$ cat src/rtl/gray_counter_n.sv
// gray_counter_n: parametrised up/down Gray-code counter with Gray-coded
// parallel load, sticky overflow and a one-cycle wrap pulse.
//
// Optional feature: define GRAY_COUNTER_SAT_EN to saturate at the count
// limits instead of wrapping modulo 2^WIDTH.
//
// Parameters:
//   WIDTH     counter width in bits (>= 2)
//   RESET_VAL binary value on reset and at power-up
// Ports:
//   Clk       rising-edge clock
//   Reset     synchronous active-high reset
//   En        count enable, one step per cycle
//   Up        1 = increment, 0 = decrement
//   Load      synchronous parallel load (beats En)
//   LoadGray  Gray-coded load value
//   ClrOvf    clears Overflow (a same-cycle wrap event wins)
//   Output    registered Gray-coded count
//   Binary    registered binary count
//   Overflow  registered sticky wrap/limit flag
//   Wrap      registered one-cycle pulse per wrap/limit event
module gray_counter_n #(
    parameter int unsigned          WIDTH     = 3,
    parameter logic [WIDTH-1:0]     RESET_VAL = '0
) (
    input  logic             Clk,
    input  logic             Reset,
    input  logic             En,
    input  logic             Up,
    input  logic             Load,
    input  logic [WIDTH-1:0] LoadGray,
    input  logic             ClrOvf,
    output logic [WIDTH-1:0] Output,
    output logic [WIDTH-1:0] Binary,
    output logic             Overflow,
    output logic             Wrap
);

    localparam logic [WIDTH-1:0] ALL_ONES   = '1;
    localparam logic [WIDTH-1:0] ZERO       = '0;
    localparam logic [WIDTH-1:0] RESET_GRAY = RESET_VAL ^ (RESET_VAL >> 1);

    // Declaration initialisers give the power-up state without a Reset pulse.
    logic [WIDTH-1:0] bin  = RESET_VAL;
    logic [WIDTH-1:0] gray = RESET_GRAY;
    logic             ovf  = 1'b0;
    logic             wrap = 1'b0;

    logic [WIDTH-1:0] load_bin;
    logic [WIDTH-1:0] bin_nxt;
    logic             ovf_nxt;
    logic             wrap_evt;

    // Gray-to-binary of the load value: each bit is the XOR of all Gray bits above and at it.
    always_comb begin
        load_bin            = '0;
        load_bin[WIDTH-1]   = LoadGray[WIDTH-1];
        for (int i = int'(WIDTH) - 2; i >= 0; i--) begin
            load_bin[i] = load_bin[i+1] ^ LoadGray[i];
        end
    end

    // Next-state: load beats count; a wrap event sets Overflow even against ClrOvf.
    always_comb begin
        bin_nxt  = bin;
        ovf_nxt  = ClrOvf ? 1'b0 : ovf;
        wrap_evt = En && !Load && (Up ? (bin == ALL_ONES) : (bin == ZERO));
        if (Load) begin
            bin_nxt = load_bin;
        end else if (En) begin
            if (wrap_evt) begin
                ovf_nxt = 1'b1;
            end
`ifdef GRAY_COUNTER_SAT_EN
            if (!wrap_evt) begin
                bin_nxt = Up ? (bin + WIDTH'(1)) : (bin - WIDTH'(1));
            end
`else
            bin_nxt = Up ? (bin + WIDTH'(1)) : (bin - WIDTH'(1));
`endif
        end
    end

    // State registers; Gray output is encoded from the next binary value so both update together.
    always_ff @(posedge Clk) begin
        if (Reset) begin
            bin  <= RESET_VAL;
            gray <= RESET_GRAY;
            ovf  <= 1'b0;
            wrap <= 1'b0;
        end else begin
            bin  <= bin_nxt;
            gray <= bin_nxt ^ (bin_nxt >> 1);
            ovf  <= ovf_nxt;
            wrap <= wrap_evt;
        end
    end

    assign Output   = gray;
    assign Binary   = bin;
    assign Overflow = ovf;
    assign Wrap     = wrap;

endmodule

$ cat config.mk
export PLATFORM = sky130hd
export DESIGN_NAME = gray_counter_n
export DESIGN_NICKNAME = d
export VERILOG_FILES = /design/src/rtl/gray_counter_n.sv
export SDC_FILE = /design/constraint.sdc
export NUM_CORES = 1
export LEC_CHECK = 0
export CAP_MARGIN = 20
export CORE_AREA = 2 2 39 41
export DETAILED_ROUTE_END_ITERATION = 10
export DIE_AREA = 0 0 41 43
export SKIP_LAST_GASP = 1
export SLEW_MARGIN = 10
export SYNTH_ARGS = -nofsm -noshare
export SYNTH_HDL_FRONTEND = slang
export SYNTH_SLANG_ARGS = --single-unit
export TNS_END_PERCENT = 10
$ cat constraint.sdc
create_clock -name Clk -period 1.6 [get_ports Clk]
set_input_delay 0.32 -clock Clk [delete_from_list [all_inputs] [get_ports Clk]]
set_output_delay 0.32 -clock Clk [all_outputs]
set_load 0.01 [all_outputs]
* Yosys cells after proc, flatten, opt, wreduce, memory -nomap -nowiden *
Cells that the tools add are included.

word-level totals
  input bits = 9
  output and inout port bits = 8
  register bits = 8

cells by class
  add/sub/neg operators = 2
  eq/ne operators = 1
  reductions and logical operators = 4
  bitwise operators = 3
  muxes and demuxes = 8

operator list
  kind                   count
  $mux W3                3
  $mux W1                5
  $add A3 B1 Y3 const B  1
  $eq A3 B3 Y1 const B   1
  $logic_not A3 Y1       1
  $sub A3 B1 Y3 const B  1
  $xor A3 B2 Y3          1
  $logic_and A1 B1 Y1    2
  $xor A1 B1 Y1          2
  $logic_not A1 Y1       1

* Longest topological paths before layout *
Gate-level depths: netlist (run 1).

  word-level depth = 6
  gate-level depth with buffers = 6

* Worst setup path after synthesis (run 1) *
Ideal clock, no wire load.

  path kind = flip-flop to flip-flop
  from = register bin[0] (netlist: Binary[0])
  to = register gray[1] (netlist: Output[1])
  cell stages (with the launch flop) = 7
  slack = -0.048 ns
  data arrival time = 1.525 ns
  path buffers = 0
  data required time = 1.477 ns
  period minus slack after synthesis = 1.648 ns
  path through = dfxtp_1 > inv_1 > fa_1 > xnor2_1 > mux2i_1 > nand2_1 > mux2i_1

on the way
  longest elaborated chain between the ends = 5

RTL lines
  element                                         RTL line  source
  start, declared                                 44        logic [WIDTH-1:0] bin = RESET_VAL;
  start signal, assigned                          92        bin <= bin_nxt;
  $sub A3 B1 Y3 or $add A3 B1 Y3 (tied branches)  79        bin_nxt = Up ? (bin + WIDTH'(1)) : (bin - WIDTH'(1));
  $mux W3 *                                       79
  $mux W3 *                                       70        end else if (En) begin
  $mux W3 *                                       68        if (Load) begin
  $xor A3 B2 Y3 *                                 93        gray <= bin_nxt ^ (bin_nxt >> 1);
  end signal, assigned                            93
  end, declared                                   45        logic [WIDTH-1:0] gray = RESET_GRAY;

Every way passes the cells marked *; elsewhere a longest branch is shown, timed or not.
A chain may end at the register's enable or synchronous reset.

==> results.cfg, run 1 <==
[sta]
timing.final.ws_setup_ns = 0.0219
worst_slew_pin_slew_ns = 0.305
slew-limit-headroom_pct = 79.4
worst_hold_slack_ns = 0.474
fin_crit_sh_pct = 98.6
timing.fmax_mhz = 634
fin_tns_setup_ns = 0
finalSetupViolCount = 0
rsz0062_at_grt = true
finalClockSkew_ns = 0.00370
slew_viol_final = 0
fin_crit_ns = 1.58
finalHoldViolations = 0

[layout]
drive_gt1_share_pct = 20.3
utilization_pct = 46.4
num_antenna_cells = 0
syn2layout_area_growth_pct = 63.4
multi_input_area_um2 = 228
seq_area_um2 = 141
fillCellCount = 148
fin_nets = 80

[power_and_ir_drop]
ir_drop_mv = 0.316
total_power_w = 0.000537
p_leak_nw = 0.271
p_per_area_nw_per_um2 = 837

[worst_hold_path]
holdPathStages = 2
hold_class = reg -> reg
min_from = Overflow
whs_endpoint = Overflow

[status]
status = complete, no violations

[worst_setup_path]
crit_type = reg -> out
required_ns = 1.28
startpoint = Binary[2]
path_max_fanout = 7
critical_path.max_stage_delay_ns = 0.58
r2r-end = Output[1]
cpMaxStageDelayCell = clkdlybuf4s50_1
reg2regPathDepth = 5
path_depth = 1
reg2reg_from = Binary[0]
reg2reg_slack_ns = 0.07
start_kind = flop
path_cells = clkdlybuf4s50_1
cp.arrival_ns = 1.26
cp_num_buf_inv = 1
crit_path_end_kind = output port
path_delay_family = buffers and inverters

[yosys]
ys_seq_area_share_pct = 35.7
syn_inst = 45
synthDistinctLibCells = 22
syn-cell-area_um2 = 393
postSynthAreaPerCell_um2 = 8.73
yosys.area.top_type = dfxtp_1
synth-edff-count = 0
ys.flop_type = dfxtp_1
synth_seq_cells = 7
synth_nets = 55
synth-async-reset-ratio_pct = 0
yosysWarnings = 0
synth.top_cell.area_share_pct = 35.7
ys_top_cells_by_area = dfxtp_1 (36%), mux2i_1 (7.6%), xnor2_1 (6.7%), fa_1 (5.1%), xor2_1 (4.5%)

[global_routing]
grt_use_total_pct = 12.9
grt_max_degree = 8
grt_pass1_wl_mm = 1.47
grt_overflow = 0
antenna_found_initial = 0
grt_pass1_vias = 357

[placed_design]
io_buffers = 16
dp_slack_ns = -0.377
gp_congestion = 0.683
dpl.hpwl_um = 666

[floorplan]
die_h_um = 43
pin_count = 17
rows = 14
initial_core_util_pct = 28.4
dieWidth_um = 41
die-area_um2 = 1760
fp.coreArea_um2 = 1380

[cts]
clock_path_buffers = 2
cts.sinks = 7
clk_pin_slew_ns = 0.06
cts_buffers = 3
cts_tree = yes
clk_latency_ns = 0.25
cts.htree.levels = 1
root_buffer = clkbuf_4
cts_hold_buf = 0

[detailed_routing]
dr.pass1.iters = 2
drt-total-wl_um = 846
ant_nets = 0
vias = 369
vias_per_cell = 4.34
wl_per_cell_um = 9.95
drc = 0
first_iter_violations = 3

[flow_run]
max-cap-violations = 0
-- cell usage after synthesis, drive strengths merged (2+ instances only) --
cell type and number:
nand2 3, xnor2 3, a21oi 3, mux2i 3, inv 4, a211oi 2, buf 3, dfxtp 7
xor2 2, nor2 4
-- metal layers --
| layer | GRT usage (%) | part of all wire [%] |
|---|---|---|
| met5 | 0 | 0 |
| met4 | 10.0 | 0 |
| met3 | 3.14 | 4.0 |
| met2 | 17.5 | 50 |
| met1 | 16.5 | 46 |
-- state kept, by name (all words and copies together), names as in the netlist --
| signal | flops |
|---|---|
| Binary | 3 |
| Output | 2 |
| Overflow | 1 |
| Wrap | 1 |
-- layout by cell type (no fill, tap or decap), drive strengths merged, types with 2 or more instances in the layout --
cell | netlist | routed
dfxtp | 7 | 7
a211oi | 2 | 2
a21oi | 3 | 3
clkbuf | 0 | 4
inv | 4 | 4
xnor2 | 3 | 3
nand2 | 3 | 3
buf | 3 | 7
clkdlybuf4s50 | 0 | 15
xor2 | 2 | 2
nor2 | 4 | 4
mux2i | 3 | 3
-- worst max path at each step --
stage | end
floorplan | Output[1]
CTS | Output[2]
detailed placement | Output[1]
global route | Output[1]
finish | Output[2]
global placement | Output[1]
-- worst register-to-register path, delay by kind of cell, from the launching register on --
family	cells	cell delay, ns
fa+ha+maj	1	0.58
flops	1	0.32
simple gates	1	0.32
mux	1	0.12
compound gates	1	0.07
buf+inv	1	0.05
-- where the power goes --
group	leakage, nW	switching [W]	internal [W]
Clock	0.0150	0.0000677	0.0000954
Combinational	0.198	0.0000718	0.000103
Sequential	0.0580	0.00000854	0.000190
Total	0.271	0.000148	0.000389
-- layout make-up --
class | instances | area share [%]
clock buffers | 4 | 4.09
inverters | 4 | 2.34
multi-input cells | 31 | 35.5
flip-flops and latches | 7 | 22.0
well taps | 16 | 3.12
repair buffers | 23 | 32.9
-- per-stage QoR --
step,instance area (um2),instances
floorplan,394,45
global route,642,85
finish,642,85
global placement,609,81
CTS,642,85
detailed placement,609,81
-- cells by family (layout without fill, tap and decap cells) --
kind of cell	count (synthesis)	count (layout)	share of synthesized area (%)
AOI/OAI and AO/OA	8	8	13.7
DFF	7	7	35.7
adders and majority gates	1	1	5.10
muxes	3	3	7.64
buffers and inverters	7	31	8.28
and+or+nand+nor	14	14	18.5
xor gates and xnor gates	5	5	11.1
-- what timing repair did --
| item | 4_1_cts | 5_1_grt |
|---|---|---|
| endpoints found under the setup margin | 2 | 6 |
| setup buffers | 0 | 0 |
| gates resized for setup | 3 | 0 |
| pin swaps | 2 | 1 |
(Power assumes the default switching activity.)
==> run 2: changes to the inputs <==
--- a/config.mk
+++ b/config.mk
@@ -9,6 +9,7 @@
 export CORE_AREA = 2 2 39 41
 export DETAILED_ROUTE_END_ITERATION = 10
 export DIE_AREA = 0 0 41 43
+export RECOVER_POWER = 100
 export SKIP_LAST_GASP = 1
 export SLEW_MARGIN = 10
 export SYNTH_ARGS = -nofsm -noshare
==> run 2 against run 1 <==
Effect of this change: combinational power hardly changed; cell count stayed put; core utilization stayed put; via count stayed put; clock power hardly changed; critical path depth stayed put; sequential power hardly changed; clock-buffer cell count stayed put; critical path type unchanged.
==> results.cfg, run 2 (synthesis results as in run 1) <==
[detailed_routing]
wl_per_cell_um = 9.92
ant_nets = 0
vias = 369
drt-total-wl_um = 843
vias_per_cell = 4.34
dr.pass1.iters = 2
drc = 0
first_iter_violations = 3

[cts]
cts_buffers = 3
cts_tree = yes
root_buffer = clkbuf_4
cts.htree.levels = 1
cts.sinks = 7
cts_setup_buffers = 0
clk_latency_ns = 0.25
clk_pin_slew_ns = 0.06
clock_path_buffers = 2
cts_hold_buf = 0

[layout]
syn2layout_area_growth_pct = 63.4
final_common_cell = clkdlybuf4s50_1
fin_area_um2 = 642
largest_register_ffs = 3
fillCellCount = 148
drive_gt1_share_pct = 20.3
fin_nets = 80
utilization_pct = 46.4
final_cell_mix = clkdlybuf4s50_1 (10), buf_4 (7), dfxtp_1 (6)
num_antenna_cells = 0

[worst_setup_path]
path_cells = clkdlybuf4s50_1
critical_path.max_stage_delay_ns = 0.58
path_max_fanout = 7
start_kind = flop
path_delay_family = buffers and inverters
cpMaxStageDelayCell = clkdlybuf4s50_1
required_ns = 1.28
cp.arrival_ns = 1.26
cp_num_buf_inv = 1
crit_type = reg -> out
crit_path_end_kind = output port

[placed_design]
dpl.hpwl_um = 666
io_buffers = 16
dpl_cell_area_um2 = 609
gp_congestion = 0.683
dp_slack_ns = -0.377

[sta]
rsz0062_at_grt = true
fin_crit_sh_pct = 98.6
slew_viol_final = 0
worst_slew_pin_slew_ns = 0.305
timing.final.ws_setup_ns = 0.0219
finalSetupViolCount = 0
slew-limit-headroom_pct = 79.4
timing.fmax_mhz = 634
finalClockSkew_ns = 0.00371
fin_crit_ns = 1.58
finalHoldViolations = 0

[floorplan]
rows = 14
die-area_um2 = 1760
fp.coreArea_um2 = 1380
pin_count = 17
die_h_um = 43
dieWidth_um = 41
initial_core_util_pct = 28.4

[global_routing]
grt_pass1_wl_mm = 1.47
grt_overflow = 0
grt_max_degree = 8
antenna_found_initial = 0
grt_pass1_vias = 357
grt_use_total_pct = 12.9

[power_and_ir_drop]
ir_drop_mv = 0.316
p_per_area_nw_per_um2 = 831
p_leak_nw = 0.282
total_power_w = 0.000533

[worst_hold_path]
hold_class = reg -> reg

[status]
status = complete, no violations

[flow_run]
max-cap-violations = 0
-- run 2: cell count changes in the layout (fill, tap and decap cells not counted), sizes merged --
cell,delta
dlygate4sd3,+5
clkdlybuf4s50,-5
-- run 2: per-layer routing --
layer  wire, um  global-route usage [%]  share of wire, %
met1        388                    16.5                46
met2        420                    17.5                50
met3         34                    3.14               4.0
met4          0                    10.0                 0
met5          0                       0                 0
-- run 2: worst reg2reg max path, cell delays in order, from the launching register on --
cell and delay (ns):
dfxtp_2 0.32, inv_1 0.05, fa_2 0.58, a211oi_2 0.07, or3_1 0.32, mux2i_1 0.12
-- run 2: final cells by class --
| type | count | area, um2 | share of cell area (%) |
|---|---|---|---|
| well taps | 16 | 20.0 | 3.12 |
| inverters | 4 | 15.0 | 2.34 |
| clock buffers | 4 | 26.3 | 4.09 |
| repair buffers | 23 | 211 | 32.9 |
| multi-input cells | 31 | 228 | 35.5 |
| flip-flops and latches | 7 | 141 | 22.0 |
-- run 2: per-stage QoR --
stage | TNS [ns] | cells | hold slack [ns]
3_3_place_gp | -1.10 | 81 | 0.462
2_1_floorplan | 0 | 45 | 0.385
4_1_cts | 0 | 85 | 0.479
3_5_place_dp | -1.16 | 81 | 0.469
6_report | 0 | 85 | 0.469
5_1_grt | -0.120 | 85 | 0.509
-- run 2: worst paths after layout --
path,from,endpoint,slack [ns],depth (start not counted)
worst min register to register,Overflow,Overflow,0.47,2
worst min-delay path,Overflow,Overflow,0.47,2
worst max-delay path,Binary[2],Output[2],0.02,1
worst max register to register,Binary[0],Output[1],0.07,5
-- run 2: timing repair --
action	in CTS	in global routing
gates cloned	0	0
gates resized for setup	3	0
pin swaps	2	1
endpoints found under the setup margin	2	6
-- run 2: where the power goes --
group          leakage [nW]  internal (W)  switching (W)  total (W)
combinational         0.209      0.000100      0.0000718   0.000172
sequential           0.0580      0.000190     0.00000812   0.000198
clock                0.0150     0.0000954      0.0000677   0.000163
total                 0.282      0.000386       0.000148   0.000533
